`config.mk`:
```
export PLATFORM = sky130hd
export DESIGN_NAME = vedic_mac_acc
export DESIGN_NICKNAME = d
export VERILOG_FILES = /design/src/rtl/vedic_mac_acc.sv
export SDC_FILE = /design/constraint.sdc
export NUM_CORES = 1
export LEC_CHECK = 0
export CELL_PAD_IN_SITES_DETAIL_PLACEMENT = 1
export CELL_PAD_IN_SITES_GLOBAL_PLACEMENT = 1
export CORE_ASPECT_RATIO = 1.4
export CORE_MARGIN = 8
export CORE_UTILIZATION = 37
export DETAILED_ROUTE_END_ITERATION = 6
export PLACE_DENSITY_LB_ADDON = 0.1
export SETUP_SLACK_MARGIN = 0.1
export SYNTH_ARGS = -nofsm -noshare
export SYNTH_HDL_FRONTEND = slang
export SYNTH_SLANG_ARGS = --single-unit
```
`constraint.sdc`:
```
create_clock -name clk -period 3 [get_ports clk]
set_input_delay 0.6 -clock clk [delete_from_list [all_inputs] [get_ports clk]]
set_output_delay 0.6 -clock clk [all_outputs]
set_load 0.005 [all_outputs]
```
`src/rtl/vedic_mac_acc.sv`:
```
// MAC sequencer around an external combinational 32x32 Vedic multiplier:
// registers operands, captures the product, and sums ACC_LEN products per frame.
module vedic_mac_acc #(
  parameter int unsigned ACC_LEN = 16,
  parameter int unsigned GUARD   = 8,
  localparam int unsigned OP_W   = 32,
  localparam int unsigned PROD_W = 64,
  localparam int unsigned ACC_W  = PROD_W + GUARD
) (
  input  logic              clk,
  input  logic              rst_n,
  input  logic              clr,
  input  logic              in_valid,
  output logic              in_ready,
  input  logic [OP_W-1:0]   in_a,
  input  logic [OP_W-1:0]   in_b,
  output logic [OP_W-1:0]   mul_a,
  output logic [OP_W-1:0]   mul_b,
  input  logic [PROD_W-1:0] mul_p,
  output logic              out_valid,
  input  logic              out_ready,
  output logic [ACC_W-1:0]  acc_out,
  output logic              ovf
);

  localparam int unsigned CNT_W = 8;

  typedef enum logic {RUN, HOLD} state_e;

  state_e              state_q, state_d;
  logic [OP_W-1:0]     mul_a_q, mul_a_d, mul_b_q, mul_b_d;
  logic                s1_vld_q, s1_vld_d, s1_last_q, s1_last_d;
  logic [CNT_W-1:0]    cnt_q, cnt_d;
  logic [PROD_W-1:0]   p_q, p_d;
  logic                s2_vld_q, s2_vld_d, s2_last_q, s2_last_d;
  logic [ACC_W-1:0]    acc_q, acc_d, acc_out_q, acc_out_d;
  logic                ovf_q, ovf_d;
  logic                in_ready_q, in_ready_d;
  logic                out_valid_q, out_valid_d;
  logic [ACC_W:0]      sum;
  logic                accept;

  // State and pipeline registers
  always_ff @(posedge clk or negedge rst_n) begin
    if (!rst_n) begin
      state_q     <= RUN;
      mul_a_q     <= '0;
      mul_b_q     <= '0;
      s1_vld_q    <= 1'b0;
      s1_last_q   <= 1'b0;
      cnt_q       <= '0;
      p_q         <= '0;
      s2_vld_q    <= 1'b0;
      s2_last_q   <= 1'b0;
      acc_q       <= '0;
      acc_out_q   <= '0;
      ovf_q       <= 1'b0;
      in_ready_q  <= 1'b0;
      out_valid_q <= 1'b0;
    end else begin
      state_q     <= state_d;
      mul_a_q     <= mul_a_d;
      mul_b_q     <= mul_b_d;
      s1_vld_q    <= s1_vld_d;
      s1_last_q   <= s1_last_d;
      cnt_q       <= cnt_d;
      p_q         <= p_d;
      s2_vld_q    <= s2_vld_d;
      s2_last_q   <= s2_last_d;
      acc_q       <= acc_d;
      acc_out_q   <= acc_out_d;
      ovf_q       <= ovf_d;
      in_ready_q  <= in_ready_d;
      out_valid_q <= out_valid_d;
    end
  end

  // Next-state: operand stage, product stage, accumulate/hold FSM, clr override
  always_comb begin
    state_d   = state_q;
    mul_a_d   = mul_a_q;
    mul_b_d   = mul_b_q;
    s1_vld_d  = 1'b0;
    s1_last_d = 1'b0;
    cnt_d     = cnt_q;
    p_d       = mul_p;
    s2_vld_d  = s1_vld_q;
    s2_last_d = s1_last_q;
    acc_d     = acc_q;
    acc_out_d = acc_out_q;
    ovf_d     = ovf_q;
    sum       = {1'b0, acc_q} + (ACC_W+1)'(p_q);
    accept    = in_valid && in_ready_q;

    if (accept) begin
      mul_a_d   = in_a;
      mul_b_d   = in_b;
      s1_vld_d  = 1'b1;
      s1_last_d = (cnt_q == CNT_W'(ACC_LEN - 1));
      cnt_d     = cnt_q + CNT_W'(1);
    end

    unique case (state_q)
      RUN: begin
        if (s2_vld_q) begin
          acc_d = sum[ACC_W-1:0];
          if (sum[ACC_W]) ovf_d = 1'b1;
          if (s2_last_q) begin
            acc_out_d = sum[ACC_W-1:0];
            state_d   = HOLD;
          end
        end
      end
      HOLD: begin
        if (out_ready) begin
          state_d   = RUN;
          acc_d     = '0;
          acc_out_d = '0;
          cnt_d     = '0;
          ovf_d     = 1'b0;
        end
      end
      default: state_d = RUN;
    endcase

    // Abort discards any in-flight products and a pending result
    if (clr) begin
      state_d   = RUN;
      mul_a_d   = '0;
      mul_b_d   = '0;
      s1_vld_d  = 1'b0;
      s1_last_d = 1'b0;
      cnt_d     = '0;
      p_d       = '0;
      s2_vld_d  = 1'b0;
      s2_last_d = 1'b0;
      acc_d     = '0;
      acc_out_d = '0;
      ovf_d     = 1'b0;
    end

    out_valid_d = (state_d == HOLD);
    in_ready_d  = !clr && (state_d == RUN) && (cnt_d < CNT_W'(ACC_LEN));
  end

  assign in_ready  = in_ready_q;
  assign mul_a     = mul_a_q;
  assign mul_b     = mul_b_q;
  assign out_valid = out_valid_q;
  assign acc_out   = acc_out_q;
  assign ovf       = ovf_q;

endmodule

```
Word level (Yosys, flattened, before mapping) --
Index checks and enable logic that the tools add are counted.
Storage, ports and cells: flip-flop bits (word level) 287, word-level logic and storage cells 64
Operators by class: add/subtract/negate cells 2, $lt $le $gt $ge 1, eq/ne operators 5, muxes and demuxes 33, bitwise operators 2, reductions and logical operators 8
Operators by type and width (number):
- 72-bit two-way mux | 6
- 72-bit one-hot mux with 2 select lines | 2
- 32-bit two-way mux | 4
- 72-bit by 64-bit adder with 73-bit output | 1
- 64-bit two-way mux | 1
- 8-bit two-way mux | 4
- 1-bit two-way mux | 14
- 3-bit inequality test (second input constant) | 4
- 8-bit by 1-bit adder with 8-bit output (second input constant) | 1
- 8-bit by 4-bit == test with 1-bit output (second input constant) | 1
- 8-bit by 5-bit < comparator with 1-bit output (second input constant) | 1
- 3-bit AND reduction | 2
- 1-bit one-hot mux with 2 select lines | 2
- 1-bit logical AND | 3
- 1-bit inverter | 2
- 2-bit AND reduction | 1
- 2-bit nonzero test | 1
- 1-bit logical NOT | 1

Logic depth before layout (Yosys ltp) --
Gate-level depths: netlist of the first run.
word-level depth 7, depth in mapped cells 12, mapped depth without buffers 12

Worst setup path before layout of the first run --
No wires, ideal clock.
path type register -> register, start point register acc_q[0], end point register acc_out_q[66], in the netlist acc_out[66], data arrival time 3088 ps, required time 2879 ps, setup slack -209 ps, cell stages (with the launch flop) 13, buffers on the path 0, clock period less this slack 3209 ps, path through dfrtp_1 > ha_1 > fa_1 > a211o_2 > a2111oi_4 > o31a_1 > o211ai_1 > o311ai_0 > a21oi_2 > a21oi_2 > nor2_1 > xor2_1 > a22o_1
Between the ends: longest elaborated chain between the ends 5
RTL lines:
- from (decl) | line 36 | logic [ACC_W-1:0] acc_q, acc_d, acc_out_q, acc_out_d;
- from (signal assigned) | line 55 | acc_q <= '0;
- from (signal assigned) | line 70 | acc_q <= acc_d;
- 72-bit by 64-bit adder with 73-bit output | line 92 | sum = {1'b0, acc_q} + (ACC_W+1)'(p_q);
- 72-bit two-way mux | line 108 | if (s2_last_q) begin
- 72-bit two-way mux | line 105 | if (s2_vld_q) begin
- 72-bit one-hot mux with 2 select lines | line 103 | unique case (state_q)
- 72-bit two-way mux | line 127 | if (clr) begin
- to (signal assigned) | line 71 | acc_out_q <= acc_out_d;
- to (decl) | line 36
No other way between the ends. The select of a mux whose other input is x is not followed. A chain may end at the register's enable or synchronous reset.

Worst setup path in the final report of the first run --
start point register acc_q[0], end point register acc_out_q[40], in the netlist acc_out[40]
Same word-level chain as after synthesis.

==> metrics, run 1 <==
adder and majority gate portion of the synthesized area 0.0569; remaining antenna violation count after routing 0; cts bufs inserted 31; Max Transition Viols Final 0; routability-driven placement congestion ratio 0.829; number of antenna violations at the first check in global routing 0; vias in the first global route 14600; Worst setup EP type register; largest family of logic cells by synthesized area compound AO/OA/AOI/OAI gates; Total Wirelength 50300 µm; highest clock rate 0.295 GHz; number of H-tree levels 1; starting density of the core 0.374; final number of setup-violating endpoints 67; peak ir drop on the vdd network 0.424 mV; root cell of the clock tree sky130_fd_sc_hd__clkbuf_16; Post-Synthesis Cells 1532; share of synthesized area spent on multiplexers 0.00154; CTS tree done; pin count of the biggest net entering global routing 97; most instantiated cells after synthesis 294 x sky130_fd_sc_hd__nand2_1, 287 x sky130_fd_sc_hd__dfrtp_1, 149 x sky130_fd_sc_hd__a21oi_1; share of the yosys chip area belonging to registers 0.490; number of fillers in the final layout 4310; simple-gate share of the synthesized area 0.165; PnR worst setup slack -0.394 ns; Finished Core Util 0.544; Net count, final 2116; required time reported for the critical path endpoint 3.47 ns; register share of total power 0.373; pre-CTS setup slack -0.412 ns; part of the total power dissipated in the clock network 0.345; Die X-Extent 184 µm; wire length per cell 20.4 µm; number of standard-cell rows in the floorplan 86; overall via count from detail_route 13000; # Max-Cap Violations 0; core region area 0.0392 mm²; final setup skew 0.0227 ns; share of the synthesized area in compound gates (AO/OA/AOI/OAI) 0.203; detailed-router iteration count before antenna repair 4; critical-path maximum fanout 3; register-to-register setup slack -0.39 ns; total DRC errors in the routed layout 0; clock transition at the registers of the reported paths 0.06 ns; Die Span Y 251 µm; count of flip-flops with a built-in enable after synthesis 0; top-count cell post-synth sky130_fd_sc_hd__nand2_1; library cell occupying the most area in the post-synthesis netlist sky130_fd_sc_hd__dfrtp_1; dominant register cell in the synthesized netlist sky130_fd_sc_hd__dfrtp_1; Top-Level Pins 272; per-instance average area after synthesis 9.56 µm²; synthesized-area fraction occupied by xor and xnor cells 0.0448; hold violation total from the final report 0; count of input and output buffers 271; via density per instance 5.25; overall overflow remaining after global route 0; cell area after synthesis 0.0146 mm²; setup repair after global routing missed its margin true; maximum root-to-sink buffer count 3; Synth top area share 0.490; failing checks setup timing; Synth Register Bits 287; run status complete, but fails checks; internal power component 0.00841 W; part of the power in combinational logic 0.281; final worst path period share 1.13; share of synthesized registers carrying an async set or reset 1.00; category of the critical setup timing path reg2reg; DIE AREA 0.0463 mm²; Hold/Removal Path Class in2reg; TritonCTS sink count 287; post-synthesis net count 1731; Critical Path Source Type register; latest clock arrival within the worst-skew pair 0.59 ns; 1st-iter DRT viols 550; Static Leakage 9.51 nW; proportion of layout cells with a drive suffix above 1 0.208; Worst Tran Pin Value 1.05 ns; wire length of the first global-routing pass 80700 µm; net load switching power 0.00366 W; shortest clock period the worst path allows after layout 3.39 ns; number of distinct library cells after synthesis 74; Tot GR Track Use 0.217; layout overhead on the synthesized area 45.5%; Power per Cell Area 567 mW/mm²; post-DP HPWL 36300 µm; warnings from Yosys 0; cell types occupying the most area after synthesis sky130_fd_sc_hd__dfrtp_1 49%, sky130_fd_sc_hd__nand2_1 7.5%, sky130_fd_sc_hd__ha_1 5.6%; worst slew slack as a fraction of its limit 0.303; switching part of the total 0.304; Data arrival, critical path 3.86 ns
## power by group through the flow
stage | Clock [W] | Sequential (W) | Combinational [W]
after floorplan | 0 | 0.00452 | 0.00155
after global placement | 0 | 0.00455 | 0.00293
after detailed placement | 0 | 0.00457 | 0.00299
after CTS | 0.00428 | 0.00451 | 0.00325
after global routing | 0.00442 | 0.00456 | 0.00370
final | 0.00417 | 0.00451 | 0.00339
## repair_timing
item,CTS,global route
gates resized for setup,152,90
setup endpoints to repair,93,106
hold buffers,1,0
buffers inserted,22,16
pin swaps,108,80
hold endpoints to repair,15,0
gates cloned,0,0
## critical path, stage by stage (launching register included)
cell and delay (ns):
sky130_fd_sc_hd__dfrtp_1 0.39, sky130_fd_sc_hd__ha_2 0.19, sky130_fd_sc_hd__fa_2 0.35, sky130_fd_sc_hd__a211o_4 0.35, sky130_fd_sc_hd__a2111oi_4 0.36, sky130_fd_sc_hd__buf_4 0.18
sky130_fd_sc_hd__o31a_1 0.20, sky130_fd_sc_hd__o211ai_1 0.16, sky130_fd_sc_hd__a21oi_2 0.18, sky130_fd_sc_hd__buf_4 0.15, sky130_fd_sc_hd__o31ai_4 0.06, sky130_fd_sc_hd__a21oi_2 0.21
sky130_fd_sc_hd__o21ai_1 0.10, sky130_fd_sc_hd__xor2_1 0.17, sky130_fd_sc_hd__a22o_1 0.20
## per-stage QoR
stage | instances | hold slack [ns] | setup TNS (ns) | area [µm²] | total power (W)
CTS | 2462 | 0.269 | -11.84 | 20800 | 0.0120
detailed placement | 2384 | 0.446 | -17.35 | 18900 | 0.00756
finish | 2471 | 0.297 | -12.65 | 21300 | 0.0121
global route | 2470 | 0.305 | -24.05 | 21300 | 0.0127
floorplan | 1532 | 0.304 | 0 | 14800 | 0.00607
global placement | 2384 | 0.445 | -13.21 | 18900 | 0.00748
## layer usage
| layer | wire length, µm | track usage | vias up |
|---|---|---|---|
| met5 | 0 | 0 | - |
| met4 | 1780 | 0.0753 | 0 |
| met3 | 3370 | 0.0580 | 92 |
| met2 | 26500 | 0.398 | 294 |
| met1 | 18700 | 0.235 | 6461 |
| li1 | - | - | 6130 |
## cells by family (layout without fill, tap and decap cells)
group | after synthesis | after routing
xor+xnor | 75 | 75
flops | 287 | 287
compound gates | 457 | 457
buf+inv | 116 | 526
other cells | 0 | 1
fa+ha+maj | 66 | 66
simple gates | 529 | 529
mux | 2 | 2
## area by class of cell
class,count,area (µm²),area share
flip-flops and latches,287,7180,0.337
clock inverters,25,308,0.0144
diodes,1,2.50,0.000117
inverters,18,67.6,0.00317
well taps,528,661,0.0310
multi-input cells,1129,8020,0.377
repair buffers,450,4260,0.200
clock buffers,33,803,0.0377
## registers in the layout (all words and copies together), names as in the netlist, 8 cells and up
register	flops
acc_out	72
acc_q	72
p_q	64
mul_a	32
mul_b	32
cnt_q	8
## cell usage in the layout (no fill, tap or decap), types with 7 or more instances in the layout
cell type	synthesis	final
sky130_fd_sc_hd__xor2_2	0	12
sky130_fd_sc_hd__o21ai_0	87	46
sky130_fd_sc_hd__a21oi_4	0	9
sky130_fd_sc_hd__dfrtp_1	287	287
sky130_fd_sc_hd__o211ai_1	8	8
sky130_fd_sc_hd__nand4_1	22	22
sky130_fd_sc_hd__a21oi_1	149	131
sky130_fd_sc_hd__buf_4	6	143
sky130_fd_sc_hd__nand2_1	294	286
sky130_fd_sc_hd__clkinv_2	0	9
sky130_fd_sc_hd__o31ai_1	47	32
sky130_fd_sc_hd__a21oi_2	3	12
sky130_fd_sc_hd__o21bai_1	12	11
sky130_fd_sc_hd__o31ai_2	0	11
sky130_fd_sc_hd__ha_1	65	55
sky130_fd_sc_hd__buf_12	0	7
sky130_fd_sc_hd__ha_4	0	8
sky130_fd_sc_hd__o21ai_2	0	17
sky130_fd_sc_hd__and3_1	7	7
sky130_fd_sc_hd__clkbuf_16	0	31
sky130_fd_sc_hd__nor3_1	15	13
sky130_fd_sc_hd__xnor2_1	42	20
sky130_fd_sc_hd__inv_1	18	18
sky130_fd_sc_hd__buf_6	1	28
sky130_fd_sc_hd__nand3_1	16	14
sky130_fd_sc_hd__xnor2_2	0	18
sky130_fd_sc_hd__clkdlybuf4s50_1	0	269
sky130_fd_sc_hd__a22o_1	60	60
sky130_fd_sc_hd__nor2_1	69	59
sky130_fd_sc_hd__a21o_1	38	38
sky130_fd_sc_hd__xor2_1	33	20
sky130_fd_sc_hd__o21ai_1	3	23
sky130_fd_sc_hd__nor2b_1	71	69
## final timing paths
path | depth (start not counted) | end | from
setup / recovery | 14 | acc_out[40] | acc_q[0]
hold / removal | 3 | s1_last_q | clr
setup reg to reg | 14 | acc_out[40] | acc_q[0]
hold reg to reg | 1 | s1_last_q | cnt_q[7]
max in group asynchronous | 3 | mul_b[22] | rst_n
min in group asynchronous | 2 | acc_out[16] | rst_n
Power figures use the tool's default switching activity.
==> run 2: changes to the inputs <==
==> config.mk (replaced) <==
export PLATFORM = sky130hd
export DESIGN_NAME = vedic_mac_acc
export DESIGN_NICKNAME = d
export VERILOG_FILES = /design/src/rtl/vedic_mac_acc.sv
export SDC_FILE = /design/constraint.sdc
export NUM_CORES = 1
export LEC_CHECK = 0
export CORE_ASPECT_RATIO = 1.4
export CORE_MARGIN = 8
export CORE_UTILIZATION = 48
export DETAILED_ROUTE_END_ITERATION = 6
export PLACE_DENSITY = 0.77
export SETUP_SLACK_MARGIN = 0.1
export SYNTH_ARGS = -nofsm -noshare
export SYNTH_HDL_FRONTEND = slang
export SYNTH_SLANG_ARGS = --single-unit
==> metrics, run 2 (same netlist as run 1, synthesis figures left out) <==
Worst Tran Pin Value 0.671 ns; cts bufs inserted 28; slowest stage cell on the critical path sky130_fd_sc_hd__dfrtp_1; Max Transition Viols Final 0; layout overhead on the synthesized area 39.6%; via density per instance 5.64; routability-driven placement congestion ratio 0.945; wire length per cell 19.8 µm; CTS tree done; final setup skew 0.0321 ns; Worst path max stage delay 0.39 ns; Hold/Removal Path Class in2async; top library cells by usage in the layout, fill and taps aside 287 x sky130_fd_sc_hd__nand2_1, 287 x sky130_fd_sc_hd__dfrtp_1, 269 x sky130_fd_sc_hd__clkdlybuf4s50_1; number of antenna violations at the first check in global routing 0; critical path cell sequence ha_2 -> fa_2 -> a211o_4 -> a2111oi_4 -> buf_4 -> nor4_4 -> o41ai_2 -> buf_4 -> a2111oi_4 -> or2_2 -> a21boi_2 -> xnor2_1 -> a22o_1; hold_buf cts 0; DIE AREA 0.0364 mm²; Die X-Extent 164 µm; placed cell areas 0.0185 mm²; register-to-register setup slack -0.32 ns; Setup TNS -9.41 ns; critical-path maximum fanout 3; failing checks hold timing, setup timing; proportion of layout cells with a drive suffix above 1 0.176; Critical Path Source Type register; # Max-Cap Violations 0; hold slack -0.0190 ns; Top delay family on crit path compound AO/OA/AOI/OAI gates; hold violation total from the final report 10; count of input and output buffers 271; run status complete, but fails checks; latest clock arrival within the worst-skew pair 0.58 ns; vias in the first global route 13800; detailed-router iteration count before antenna repair 5; 1st-iter DRT viols 650; overall overflow remaining after global route 0; Net count, final 2079; # diodes 0; end of the worst register-to-register path acc_q[48]; setup repair after global routing missed its margin true; final design area excluding fillers 0.0204 mm²; root cell of the clock tree sky130_fd_sc_hd__clkbuf_16; highest clock rate 0.301 GHz; category of the critical setup timing path reg2reg; worst slew slack as a fraction of its limit 0.553; critical path buffer and inverter count 2; overall via count from detail_route 12900; critical register-to-register path startpoint acc_q[0]; final number of setup-violating endpoints 59; clock transition at the registers of the reported paths 0.06 ns; shortest clock period the worst path allows after layout 3.32 ns; Top-Level Pins 272; pin count of the biggest net entering global routing 129; TritonCTS sink count 287; Power per Cell Area 556 mW/mm²; PnR worst setup slack -0.318 ns; remaining antenna violation count after routing 0; Worst setup EP type register; post-DP HPWL 32000 µm; Total Wirelength 45200 µm; required time reported for the critical path endpoint 3.46 ns; length in cells of the worst reg-to-reg path 13; Data arrival, critical path 3.78 ns; core region area 0.0300 mm²; Die Span Y 223 µm; peak ir drop on the vdd network 0.463 mV; number of H-tree levels 1; starting density of the core 0.488; wire length of the first global-routing pass 71400 µm; Static Leakage 9.22 nW; Tot GR Track Use 0.241; maximum root-to-sink buffer count 3; total DRC errors in the routed layout 0; final worst path period share 1.11; number of standard-cell rows in the floorplan 75
[run 2: how the worst max path moves through the flow]
stage                    from          end  slack [ns]  depth (start not counted)
floorplan            acc_q[0]  acc_out[66]        0.03                         12
global placement    acc_q[15]    acc_q[56]       -0.31                         12
detailed placement  acc_q[16]  acc_out[60]       -0.36                         12
CTS                  acc_q[0]  acc_out[52]       -0.27                         13
global route         acc_q[0]  acc_out[56]       -0.43                         14
finish               acc_q[0]    acc_q[48]       -0.32                         13
[run 2: layer usage]
metal  global-route usage  share of wire
met3               0.0685          0.083
met1                0.272           0.37
met5                    0              0
met2                0.416           0.51
met4                0.101          0.040
[run 2: power by group]
part / switching [W] / internal (W) / leakage (nW)
clock: 0.00155 / 0.00214 / 0.472
sequential: 0.000254 / 0.00426 / 3.83
combinational: 0.00160 / 0.00156 / 4.92
total: 0.00340 / 0.00796 / 9.22
[run 2: what timing repair did]
item | in CTS | in global routing
endpoints found under the setup margin | 90 | 103
pin swaps | 63 | 82
endpoints found under the hold margin | 0 | 0
gates resized for setup | 68 | 111
buffers inserted | 8 | 21
[run 2: area by class of cell]
type | count | area, µm²
fillers | 2280 | 9590
multi-input cells | 1129 | 7770
flip-flops and latches | 287 | 7180
repair buffers | 416 | 3970
clock buffers | 41 | 851
well taps | 385 | 482
clock inverters | 10 | 113
inverters | 18 | 67.6
[run 2: worst reg2reg max path, cell delays in order (launching register included)]
cell and delay, ns:
sky130_fd_sc_hd__dfrtp_1 0.39, sky130_fd_sc_hd__ha_2 0.19, sky130_fd_sc_hd__fa_2 0.36, sky130_fd_sc_hd__a211o_4 0.36, sky130_fd_sc_hd__a2111oi_4 0.38, sky130_fd_sc_hd__buf_4 0.20, sky130_fd_sc_hd__nor4_4 0.04, sky130_fd_sc_hd__o41ai_2 0.20
sky130_fd_sc_hd__buf_4 0.18, sky130_fd_sc_hd__a2111oi_4 0.08, sky130_fd_sc_hd__or2_2 0.36, sky130_fd_sc_hd__a21boi_2 0.17, sky130_fd_sc_hd__xnor2_1 0.11, sky130_fd_sc_hd__a22o_1 0.21
[run 2: stage by stage]
stage / instances / worst slack (ns) / power [W] / util
floorplan: 1532 / 0.0316 / 0.00607 / -
global placement: 2214 / -0.306 / 0.00734 / 0.617
detailed placement: 2214 / -0.358 / 0.00743 / 0.617
CTS: 2271 / -0.269 / 0.0112 / 0.658
global route: 2286 / -0.434 / 0.0119 / 0.681
finish: 2286 / -0.318 / 0.0114 / 0.681
